[src/rtl/ex_srca_ctrl.sv]
// ex_srca_ctrl
// -----------------------------------------------------------------------------
// Issue and operand-A scheduler for the 5-stage MIPS pipeline.
//
// A small shadow pipeline (EX, MEM) remembers the destination register of
// every instruction in flight. Each cycle the instruction sitting in ID is
// compared against it to decide:
//   * whether it may issue to EX (id_accept),
//   * whether fetch must hold for a load-use hazard (stall),
//   * whether the wrong-path fetch behind a jump must be squashed (flush),
//   * which ALU input-A source the instruction will use once it is in EX
//     (srca_sel, registered so it lines up with the instruction in EX).
//
// The WB stage never needs tracking. The register file writes in the first
// half of WB, so a WB match reads the fresh value straight from register A.
//
// Configuration macro:
//   SRCA_FWD_EN  defined   -> EX/MEM and MEM/WB forwarding; only a load in EX
//                             that feeds the ID instruction stalls (1 cycle).
//                undefined -> no forwarding; any EX or MEM match stalls until
//                             the producer reaches WB (up to 2 cycles), and
//                             srca_sel is only ever 0 or 3.
//
// Ports:
//   clock      in   pipeline clock, rising edge
//   resetn     in   asynchronous active-low reset
//   id_valid   in   ID holds a real instruction
//   id_op      in   [5:0] opcode of the ID instruction
//   id_rs      in   [4:0] source register feeding ALU input A
//   id_dst     in   [4:0] destination register, 0 = no write
//   id_accept  out  ID instruction moves to EX at this edge
//   stall      out  hold PC and IF/ID
//   flush      out  squash IF/ID contents
//   ex_valid   out  EX holds a real instruction (registered)
//   srca_sel   out  [1:0] ALU-A select for the EX instruction (registered):
//                   0 IDEXA, 1 EXMEMALUOut, 2 MEM/WB result, 3 IR[25:0]<<2
// -----------------------------------------------------------------------------
module ex_srca_ctrl #(
    parameter logic [5:0] OP_ALU  = 6'd0,
    parameter logic [5:0] OP_J    = 6'd2,
    parameter logic [5:0] OP_JAL  = 6'd3,
    parameter logic [5:0] OP_ADDI = 6'd8,
    parameter logic [5:0] OP_LW   = 6'd35,
    parameter logic [5:0] OP_SW   = 6'd43
) (
    input  logic       clock,
    input  logic       resetn,
    input  logic       id_valid,
    input  logic [5:0] id_op,
    input  logic [4:0] id_rs,
    input  logic [4:0] id_dst,
    output logic       id_accept,
    output logic       stall,
    output logic       flush,
    output logic       ex_valid,
    output logic [1:0] srca_sel
);

    typedef enum logic [1:0] {
        RUN   = 2'd0,
        STALL = 2'd1,
        FLUSH = 2'd2
    } state_t;

    localparam logic [1:0] SEL_REGA = 2'd0;
    localparam logic [1:0] SEL_EXMEM = 2'd1;
    localparam logic [1:0] SEL_MEMWB = 2'd2;
    localparam logic [1:0] SEL_JUMP = 2'd3;

    state_t     state_q, state_d;

    logic       ex_valid_q, ex_valid_d;
    logic [4:0] ex_dst_q, ex_dst_d;
    logic       mem_valid_q, mem_valid_d;
    logic [4:0] mem_dst_q, mem_dst_d;
    logic [1:0] srca_sel_q, srca_sel_d;
`ifdef SRCA_FWD_EN
    logic       ex_load_q, ex_load_d;
`endif

    logic       id_is_jump;
    logic       id_writes;
    logic [4:0] id_dst_eff;
    logic       hz_src;
    logic       ex_match;
    logic       mem_match;
    logic       hazard_stall;
    logic [1:0] sel_now;
    logic       accept_raw;
    logic       stall_raw;
    logic       flush_raw;

    // Decode and hazard detection for the ID instruction.
    // Only opcodes that actually write a register publish a destination into
    // the shadow pipeline; J and SW never write, whatever id_dst carries.
    // A jump's operand A is its own target field, so it never reads rs and
    // therefore never creates a hazard.
    always_comb begin
        id_is_jump = (id_op == OP_J) || (id_op == OP_JAL);
        id_writes  = (id_op == OP_ALU) || (id_op == OP_ADDI) ||
                     (id_op == OP_LW)  || (id_op == OP_JAL);
        if (id_op == OP_SW) begin
            id_writes = 1'b0;
        end
        id_dst_eff = id_writes ? id_dst : 5'd0;

        hz_src    = id_valid && (id_rs != 5'd0) && !id_is_jump;
        ex_match  = hz_src && ex_valid_q  && (ex_dst_q  == id_rs);
        mem_match = hz_src && mem_valid_q && (mem_dst_q == id_rs);

`ifdef SRCA_FWD_EN
        hazard_stall = ex_match && ex_load_q;
`else
        hazard_stall = ex_match || mem_match;
`endif

        // A load in EX never reaches the EX-match leg here: it stalls first
        // and is picked up from MEM/WB one cycle later.
        sel_now = SEL_REGA;
        if (id_is_jump) begin
            sel_now = SEL_JUMP;
`ifdef SRCA_FWD_EN
        end else if (ex_match) begin
            sel_now = SEL_EXMEM;
        end else if (mem_match) begin
            sel_now = SEL_MEMWB;
`endif
        end
    end

    // Issue FSM: next state and the combinational handshake outputs.
    // STALL keeps holding fetch only while the hazard is still present, so a
    // load-use hazard costs exactly one stall cycle and the held instruction
    // issues from STALL the moment its operand becomes forwardable.
    // The handshake outputs are forced low while resetn is asserted so the
    // whole block reads idle during reset.
    always_comb begin
        state_d    = state_q;
        accept_raw = 1'b0;
        stall_raw  = 1'b0;
        flush_raw  = 1'b0;

        case (state_q)
            RUN, STALL: begin
                accept_raw = id_valid && !hazard_stall;
                stall_raw  = hazard_stall;
                if (hazard_stall) begin
                    state_d = STALL;
                end else if (accept_raw && id_is_jump) begin
                    state_d = FLUSH;
                end else begin
                    state_d = RUN;
                end
            end
            FLUSH: begin
                flush_raw = 1'b1;
                state_d   = RUN;
            end
            default: begin
                state_d = RUN;
            end
        endcase

        id_accept = accept_raw && resetn;
        stall     = stall_raw  && resetn;
        flush     = flush_raw  && resetn;
    end

    // Shadow pipeline advance. A cycle without an accept pushes a bubble
    // into EX; MEM always takes whatever EX held.
    always_comb begin
        ex_valid_d  = id_accept;
        ex_dst_d    = id_accept ? id_dst_eff : 5'd0;
        mem_valid_d = ex_valid_q;
        mem_dst_d   = ex_dst_q;
        srca_sel_d  = id_accept ? sel_now : SEL_REGA;
`ifdef SRCA_FWD_EN
        ex_load_d   = id_accept && (id_op == OP_LW);
`endif
    end

    // State register and shadow pipeline flops.
    always_ff @(posedge clock or negedge resetn) begin
        if (!resetn) begin
            state_q     <= RUN;
            ex_valid_q  <= 1'b0;
            ex_dst_q    <= 5'd0;
            mem_valid_q <= 1'b0;
            mem_dst_q   <= 5'd0;
            srca_sel_q  <= SEL_REGA;
`ifdef SRCA_FWD_EN
            ex_load_q   <= 1'b0;
`endif
        end else begin
            state_q     <= state_d;
            ex_valid_q  <= ex_valid_d;
            ex_dst_q    <= ex_dst_d;
            mem_valid_q <= mem_valid_d;
            mem_dst_q   <= mem_dst_d;
            srca_sel_q  <= srca_sel_d;
`ifdef SRCA_FWD_EN
            ex_load_q   <= ex_load_d;
`endif
        end
    end

    assign ex_valid = ex_valid_q;
    assign srca_sel = srca_sel_q;

endmodule

[config.mk]
export PLATFORM = sky130hd
export DESIGN_NAME = ex_srca_ctrl
export DESIGN_NICKNAME = d
export VERILOG_FILES = /design/src/rtl/ex_srca_ctrl.sv
export SDC_FILE = /design/constraint.sdc
export NUM_CORES = 1
export LEC_CHECK = 0
export BUFFER_PORTS_ARGS = -buffer_cell sky130_fd_sc_hd__buf_4
export CORE_MARGIN = 10
export CORE_UTILIZATION = 46
export CTS_BUF_LIST = sky130_fd_sc_hd__clkbuf_8 sky130_fd_sc_hd__clkbuf_16
export DETAILED_ROUTE_END_ITERATION = 8
export MAX_ROUTING_LAYER = met4
export PLACE_DENSITY = 0.81
export SYNTH_ARGS = -nofsm -noshare
export SYNTH_HDL_FRONTEND = slang
export SYNTH_SLANG_ARGS = --single-unit
export TNS_END_PERCENT = 20
[constraint.sdc]
create_clock -name clock -period 1.4 [get_ports clock]
set_input_delay 0.21 -clock clock [delete_from_list [all_inputs] [get_ports clock]]
set_output_delay 0.21 -clock clock [all_outputs]
set_load 0.02 [all_outputs]
==> impl_summary.txt, run 1 <==
----------------------------------------------------
[Run status]
  Outcome ... finished with violations
  Failing checks ... negative setup slack

[Worst hold path]
  End point of the worst hold path ... ex_dst_q[4]
  Worst hold path type ... in -> reg
  Worst hold start ... id_dst[4]
  Number of cells on the worst hold path ... 3

[Finish]
  Share of cells above drive strength 1 ... 0.421
  Net total in the final layout ... 115
  Post-route core utilization ... 0.748
  Ant. Diodes ... 0
  Area growth, synth to finish ... 47.0%
  Final instance area ... 0.00101 sq mm

[Routing]
  Detailed-route wire length ... 1750 um
  Remaining antenna violation count ... 0
  Routed WL per cell ... about 16 um
  Pre-Repair DR Iteration Count ... 4
  Drt drc ... 0
  Violation count after the first detailed-route iteration ... 10
  Total vias in the final route ... 567
  Drt via density ... 5.15

[STA]
  Final TNS setup ... -686 ps
  Final max-slew violation count ... 0
  PnR worst setup slack ... -361 ps
  Final setup violating endpoints ... 2
  Maximum clock skew at final layout ... 1.74 ps
  Tightest hold margin ... 199 ps
  Transition time at the pin with the least slew margin ... ~300 ps
  Final Cycle Share ... 1.26
  Unrepaired setup endpoints after global routing ... yes
  Minimum clock period after layout ... 1760 ps
  Endpoints failing hold ... 0
  Maximum clock frequency ... between 0.5 and 0.6 GHz
  Worst-case headroom to the max-slew limit ... 0.798

[Synthesis]
  Warning count from the yosys run ... 0
  Post-Syn Area per Cell ... 11.3 sq um
  Number of enable-type register cells in the synthesized netlist ... 0
  Synth cell types ... 20
  Share of async-settable or async-resettable flops after synthesis ... 1.00
  Most common library cells after synthesis ... sky130_fd_sc_hd__dfrtp_1 (15), sky130_fd_sc_hd__xnor2_1 (10), sky130_fd_sc_hd__a21oi_1 (6), sky130_fd_sc_hd__nand3_1 (6), sky130_fd_sc_hd__nand2_1 (4)
  Top-count cell post-synth ... sky130_fd_sc_hd__dfrtp_1
  Area share of and/or/nand/nor cells after synthesis ... 0.215
  Dominant combinational cell family by area after synthesis ... simple AND/OR/NAND/NOR gates
  Post-synthesis compound-gate area fraction ... 0.0947
  Area share of the largest cell type after synthesis ... 0.546
  Post-synth design cell area ... 687 sq um
  Most area-consuming cells after synthesis ... sky130_fd_sc_hd__dfrtp_1 (55%), sky130_fd_sc_hd__xnor2_1 (13%), sky130_fd_sc_hd__a21oi_1 (4.4%), sky130_fd_sc_hd__nand3_1 (4.4%), sky130_fd_sc_hd__a211oi_4 (2.9%)
  Synthesized-area fraction occupied by xor and xnor cells ... 0.128
  Share of cell area taken by muxes after synthesis ... 0
  Cell taking the most area after synthesis ... sky130_fd_sc_hd__dfrtp_1
  Yosys reg bits ... 15
  Post-synthesis cell count ... 61
  Net count of the mapped netlist ... 80
  Share of the yosys chip area belonging to registers ... 0.546
  Adder and majority cell fraction of the synthesized area ... 0
  Most used DFF post-synth ... sky130_fd_sc_hd__dfrtp_1

[Global routing]
  Vias in the first global route ... 659
  Residual overflow from global routing ... 0
  Pin count of the biggest net entering global routing ... 14
  Initial antenna violation count ... 0
  First-pass GRT wire length ... 2870 um
  Tot GR Track Use ... 0.108

[Worst setup path]
  Data required, critical path ... ~1200 ps
  Critical Path Fanout Max ... 2
  R2r startpoint ... mem_dst_q[1]
  Reg-to-reg endpoint ... ex_dst_q[4]
  Element type at the critical path start ... flip-flop
  Start-to-end type of the worst setup path ... reg -> out
  Register-to-register path setup slack ... 50 ps
  FF-to-FF path depth ... 6
  Arr. time, crit path ... 1550 ps
  Endpoint kind of the worst setup timing path ... output port

[Placement]
  Last weighted congestion value of the routability-driven placer ... around 0.83
  Post-placement cell area ... 946 sq um
  Count of port buffers added during placement ... 24
  Placed wire-length estimate ... 1390 um

[Pwr]
  Cell area power density ... 914 mW/mm^2
  Peak supply drop ... between 400 and 500 uV
  Overall Power ... 0.000923 W
  Leak pwr ... 0.468 nW

[Clock network]
  Number of buffers created by CTS ... 3
  Cell at the root of the clock tree ... sky130_fd_sc_hd__clkbuf_8
  Number of levels in the clock H-tree ... 1
  Maximum buffer depth of the clock tree ... 2
  Clock net sink count ... 15
  Clock latency on the worst-skew pair ... 240 ps
  Total setup buffers inserted after CTS ... 0
  TritonCTS clock tree ... done
  Clock input transition at the sequential cells of the worst setup and hold paths ... 60 ps

[Floorplan]
  Floorplan die width ... 58.6 um
  Overall die area ... roughly 0.0034 sq mm
  Initial Utilization ... 0.509
  Std-Cell Rows ... 13
  Die outline height ... 58.6 um
  Top-level port count ... 25
  Total core area ... 0.00135 sq mm

[Flow run]
  # Max-Cap Violations ... 0

----------------------------------------------------
## kinds of logic (layout without fill, tap and decap cells)
kind of cell,Yosys count,after routing
flops,15,15
compound gates,9,9
simple gates,25,25
buf+inv,2,36
xor+xnor,10,10
## worst max-delay path, cell delays in order (launching register included)
cell and delay, ps:
sky130_fd_sc_hd__dfrtp_1 380, sky130_fd_sc_hd__xnor2_1 140, sky130_fd_sc_hd__nand4_1 140, sky130_fd_sc_hd__o22a_1 260, sky130_fd_sc_hd__nor4b_4 210, sky130_fd_sc_hd__buf_4 180
## cells in the final DEF (no fill, tap or decap)
cell type,count
sky130_fd_sc_hd__nor2_1,2
sky130_fd_sc_hd__xnor2_2,1
sky130_fd_sc_hd__nor4b_4,1
sky130_fd_sc_hd__nand2_1,4
sky130_fd_sc_hd__xnor2_1,9
sky130_fd_sc_hd__nand4_1,2
sky130_fd_sc_hd__and3b_1,2
sky130_fd_sc_hd__nor3b_1,1
sky130_fd_sc_hd__dfrtp_1,15
sky130_fd_sc_hd__clkinv_2,1
sky130_fd_sc_hd__nand3_1,6
sky130_fd_sc_hd__and3_1,1
sky130_fd_sc_hd__buf_4,31
sky130_fd_sc_hd__clkbuf_8,3
sky130_fd_sc_hd__nand3b_1,2
sky130_fd_sc_hd__o22ai_1,1
sky130_fd_sc_hd__a21oi_1,5
sky130_fd_sc_hd__or3_4,1
sky130_fd_sc_hd__a211oi_4,1
sky130_fd_sc_hd__o22a_1,1
sky130_fd_sc_hd__dlygate4sd3_1,1
sky130_fd_sc_hd__nor3_1,2
sky130_fd_sc_hd__nor4_1,1
sky130_fd_sc_hd__a21oi_2,1
## what timing repair did
action	in CTS	in global routing
pin swaps	4	2
cloned	0	0
gates resized for setup	0	1
hold buffers	1	0
hold endpoints to repair	15	0
setup endpoints to repair	2	7
## state kept, by name, indices dropped and copies added (netlist names)
register	flops
mem_dst_q	5
state_q	2
ex_valid	1
srca_sel	1
ex_dst_q	5
mem_valid_q	1
## layout make-up
cell class	instances	area, sq um
clock buffers	3	41.3
fillers	101	340
repair buffers	32	243
clock inverters	1	5.00
well taps	15	18.8
flip-flops and latches	15	375
multi-input cells	44	327
## worst max-delay path by stage
stage | startpoint | endpoint
6_report | mem_dst_q[0] | stall
5_1_grt | ex_dst_q[4] | stall
4_1_cts | ex_dst_q[3] | stall
3_5_place_dp | mem_dst_q[0] | stall
3_3_place_gp | mem_dst_q[3] | stall
2_1_floorplan | mem_dst_q[0] | stall
## metal layers
metal  vias to the layer above  GRT usage  part of all wire  routed length, um
met5                         -          -                 0                  0
met3                         2     0.0172             0.050                 88
met2                        18      0.175              0.49                867
met4                         0     0.0689             0.016                 28
met1                       262      0.122              0.44                769
li1                        285          -                 -                  -
## stage by stage
stage | setup WS, ps | instances
2_1_floorplan | -52.3 | 61
3_3_place_gp | -140 | 105
3_5_place_dp | -143 | 105
4_1_cts | -396 | 110
5_1_grt | -458 | 110
6_report | -361 | 110
## power breakdown
| group | internal (W) | leakage [nW] | switching, W |
|---|---|---|---|
| sequential | 0.000439 | 0.207 | 0.00000340 |
| combinational | 0.0000725 | 0.236 | 0.0000612 |
| clock | 0.000197 | 0.0255 | 0.000150 |
| total | 0.000708 | 0.468 | 0.000214 |
Power figures use the tool's default switching activity.
==> inputs of run 2 (changes only) <==
CORE_UTILIZATION = 50   (was 46)
PLACE_DENSITY = 0.87   (was 0.81)
clock period = 2.2 ns   (was 1.4 ns; I/O delays follow)
==> impl_summary.txt, run 2 (synthesis gave the netlist of run 1 again) <==
----------------------------------------------------
[Run status]
  Outcome ... completed

[STA]
  Maximum clock frequency ... 0.495 GHz
  Maximum clock skew at final layout ... 6.14 ps (+4.41 ps)
  Endpoints failing hold ... 0 (unchanged)
  Final TNS setup ... 0 ps (+686 ps)
  Final Cycle Share ... 0.918
  Final max-slew violation count ... 0 (unchanged)
  Transition time at the pin with the least slew margin ... 291 ps (-11.1 ps)
  Worst-case headroom to the max-slew limit ... 0.803 (+0.00464)
  Final setup violating endpoints ... 0 (-2)
  Minimum clock period after layout ... 2020 ps
  Unrepaired setup endpoints after global routing ... no

[Floorplan]
  Floorplan die width ... 57.1 um (-2.7%)
  Overall die area ... 0.00326 sq mm (-5.3%)
  Std-Cell Rows ... 13 (unchanged)
  Total core area ... 0.00130 sq mm (-3.6%)
  Top-level port count ... 25 (unchanged)
  Initial Utilization ... 0.528 (+0.0191)
  Die outline height ... 57.1 um (-2.7%)

[Placement]
  Count of port buffers added during placement ... 24 (unchanged)
  Cell count after placement ... 99 (-5.7%)
  Post-placement cell area ... 882 sq um (-6.7%)
  Placed wire-length estimate ... 1270 um (-8.2%)
  Last weighted congestion value of the routability-driven placer ... 0.759 (-8.6%)

[Clock network]
  Clock net sink count ... 15 (unchanged)
  Number of levels in the clock H-tree ... 1 (unchanged)
  Cell at the root of the clock tree ... sky130_fd_sc_hd__clkbuf_8
  Clock latency on the worst-skew pair ... 240 ps (about the same)
  TritonCTS clock tree ... done
  Maximum buffer depth of the clock tree ... 2 (unchanged)
  Clock input transition at the sequential cells of the worst setup and hold paths ... 60 ps (about the same)
  Number of buffers created by CTS ... 3 (unchanged)
  Total setup buffers inserted after CTS ... 0 (unchanged)

[Finish]
  Ant. Diodes ... 0 (unchanged)
  Filler cell count ... 109 (+7.9%)
  Commonest non-fill, non-tap cell in the layout ... sky130_fd_sc_hd__buf_4
  Area growth, synth to finish ... 36.4%
  Share of cells above drive strength 1 ... 0.337 (-0.0840)
  Filler-free cell count of the finished design ... 104 (-5.5%)
  Commonest cells after routing, fill and taps aside ... sky130_fd_sc_hd__buf_4 (25), sky130_fd_sc_hd__dfrtp_1 (15), sky130_fd_sc_hd__xnor2_1 (10)
  Final instance area ... 937 sq um (-7.2%)
  Largest registers ... ex_dst_q: 5 flops, mem_dst_q: 5 flops, state_q: 2 flops
  Net total in the final layout ... 109 (-5.2%)

[Global routing]
  Initial antenna violation count ... 0 (unchanged)
  Vias in the first global route ... 622 (-5.6%)
  Tot GR Track Use ... 0.104 (-0.00437)
  First-pass GRT wire length ... 2700 um (-5.8%)
  Pin count of the biggest net entering global routing ... 20 (+6)
  Residual overflow from global routing ... 0 (unchanged)

[Worst hold path]
  Worst hold path type ... in -> reg
  End point of the worst hold path ... ex_dst_q[1]
  Worst hold start ... id_dst[1]
  Number of cells on the worst hold path ... 3 (unchanged)

[Worst setup path]
  Arr. time, crit path ... 1690 ps (+140 ps)
  Start-to-end type of the worst setup path ... reg -> out
  Data required, critical path ... 1870 ps (+680 ps)
  Element type at the critical path start ... flip-flop
  Endpoint kind of the worst setup timing path ... output port
  FF-to-FF path depth ... 5 (-1)
  R2r startpoint ... ex_dst_q[0]
  Register-to-register path setup slack ... 910 ps (+860 ps)
  Critical Path Fanout Max ... 2 (unchanged)
  Critical Path Source ... ex_dst_q[0]
  Reg-to-reg endpoint ... ex_dst_q[0]

[Pwr]
  Cell area power density ... 605 mW/mm^2 (-34%)
  Overall Power ... 0.000567 W (-39%)
  Leak pwr ... 0.433 nW (-7.5%)
  Peak supply drop ... 346 uV (-28%)

[Routing]
  Drt via density ... 5.36 (+3.9%)
  Remaining antenna violation count ... 0 (unchanged)
  Drt drc ... 0 (unchanged)
  Pre-Repair DR Iteration Count ... 3 (-1)
  Violation count after the first detailed-route iteration ... 5 (-5)
  Total vias in the final route ... 557 (-1.8%)
  Routed WL per cell ... 14.6 um (-8.2%)
  Detailed-route wire length ... 1520 um (-13%)

[Flow run]
  # Max-Cap Violations ... 0 (unchanged)

----------------------------------------------------
## run 2: layout make-up
cell class                      instances  area, sq um  share of cell area
Tap cell                               15         18.8              0.0200
Multi-Input combinational cell         44          300               0.320
Clock buffer                            3         41.3              0.0441
Timing Repair Buffer                   26          198               0.211
Sequential cell                        15          375               0.401
Clock inverter                          1         3.75             0.00401
## run 2: through the flow
step | setup WS (ps) | util | hold slack [ps]
2_1_floorplan | 272 | - | 34.4
3_3_place_gp | 393 | 0.678 | 197
3_5_place_dp | 392 | 0.678 | 201
4_1_cts | 151 | 0.720 | 319
5_1_grt | 21.0 | 0.720 | 326
6_report | 179 | 0.720 | 317
## run 2: layer usage
| metal | share of wire | GRT usage | up-vias |
|---|---|---|---|
| li1 | - | - | 273 |
| met1 | 0.41 | 0.106 | 262 |
| met2 | 0.50 | 0.163 | 20 |
| met3 | 0.081 | 0.0442 | 2 |
| met4 | 0.014 | 0.0638 | 0 |
| met5 | 0 | - | - |
## run 2: critical path: stages (launching register included)
cell and delay [ps]:
sky130_fd_sc_hd__dfrtp_1 390, sky130_fd_sc_hd__xnor2_1 160, sky130_fd_sc_hd__nand4_1 140, sky130_fd_sc_hd__o22a_1 230, sky130_fd_sc_hd__nor4b_1 320, sky130_fd_sc_hd__buf_4 210
## run 2: repair_timing
item | CTS | global route
resized for setup | 0 | 0
hold endpoints to repair | 15 | 0
hold buffers | 1 | 0
## run 2: how the worst max path moves through the flow
stage	endpoint	slack (ps)	depth (start not counted)
after floorplan	stall	270	4
after global placement	stall	390	6
after detailed placement	stall	390	6
after CTS	stall	150	5
after global routing	stall	20	5
final	stall	180	5
## run 2: report_power, final
part,internal (W),switching [W]
Sequential,0.000279,0.00000194
Combinational,0.0000389,0.0000342
Clock,0.000123,0.0000892
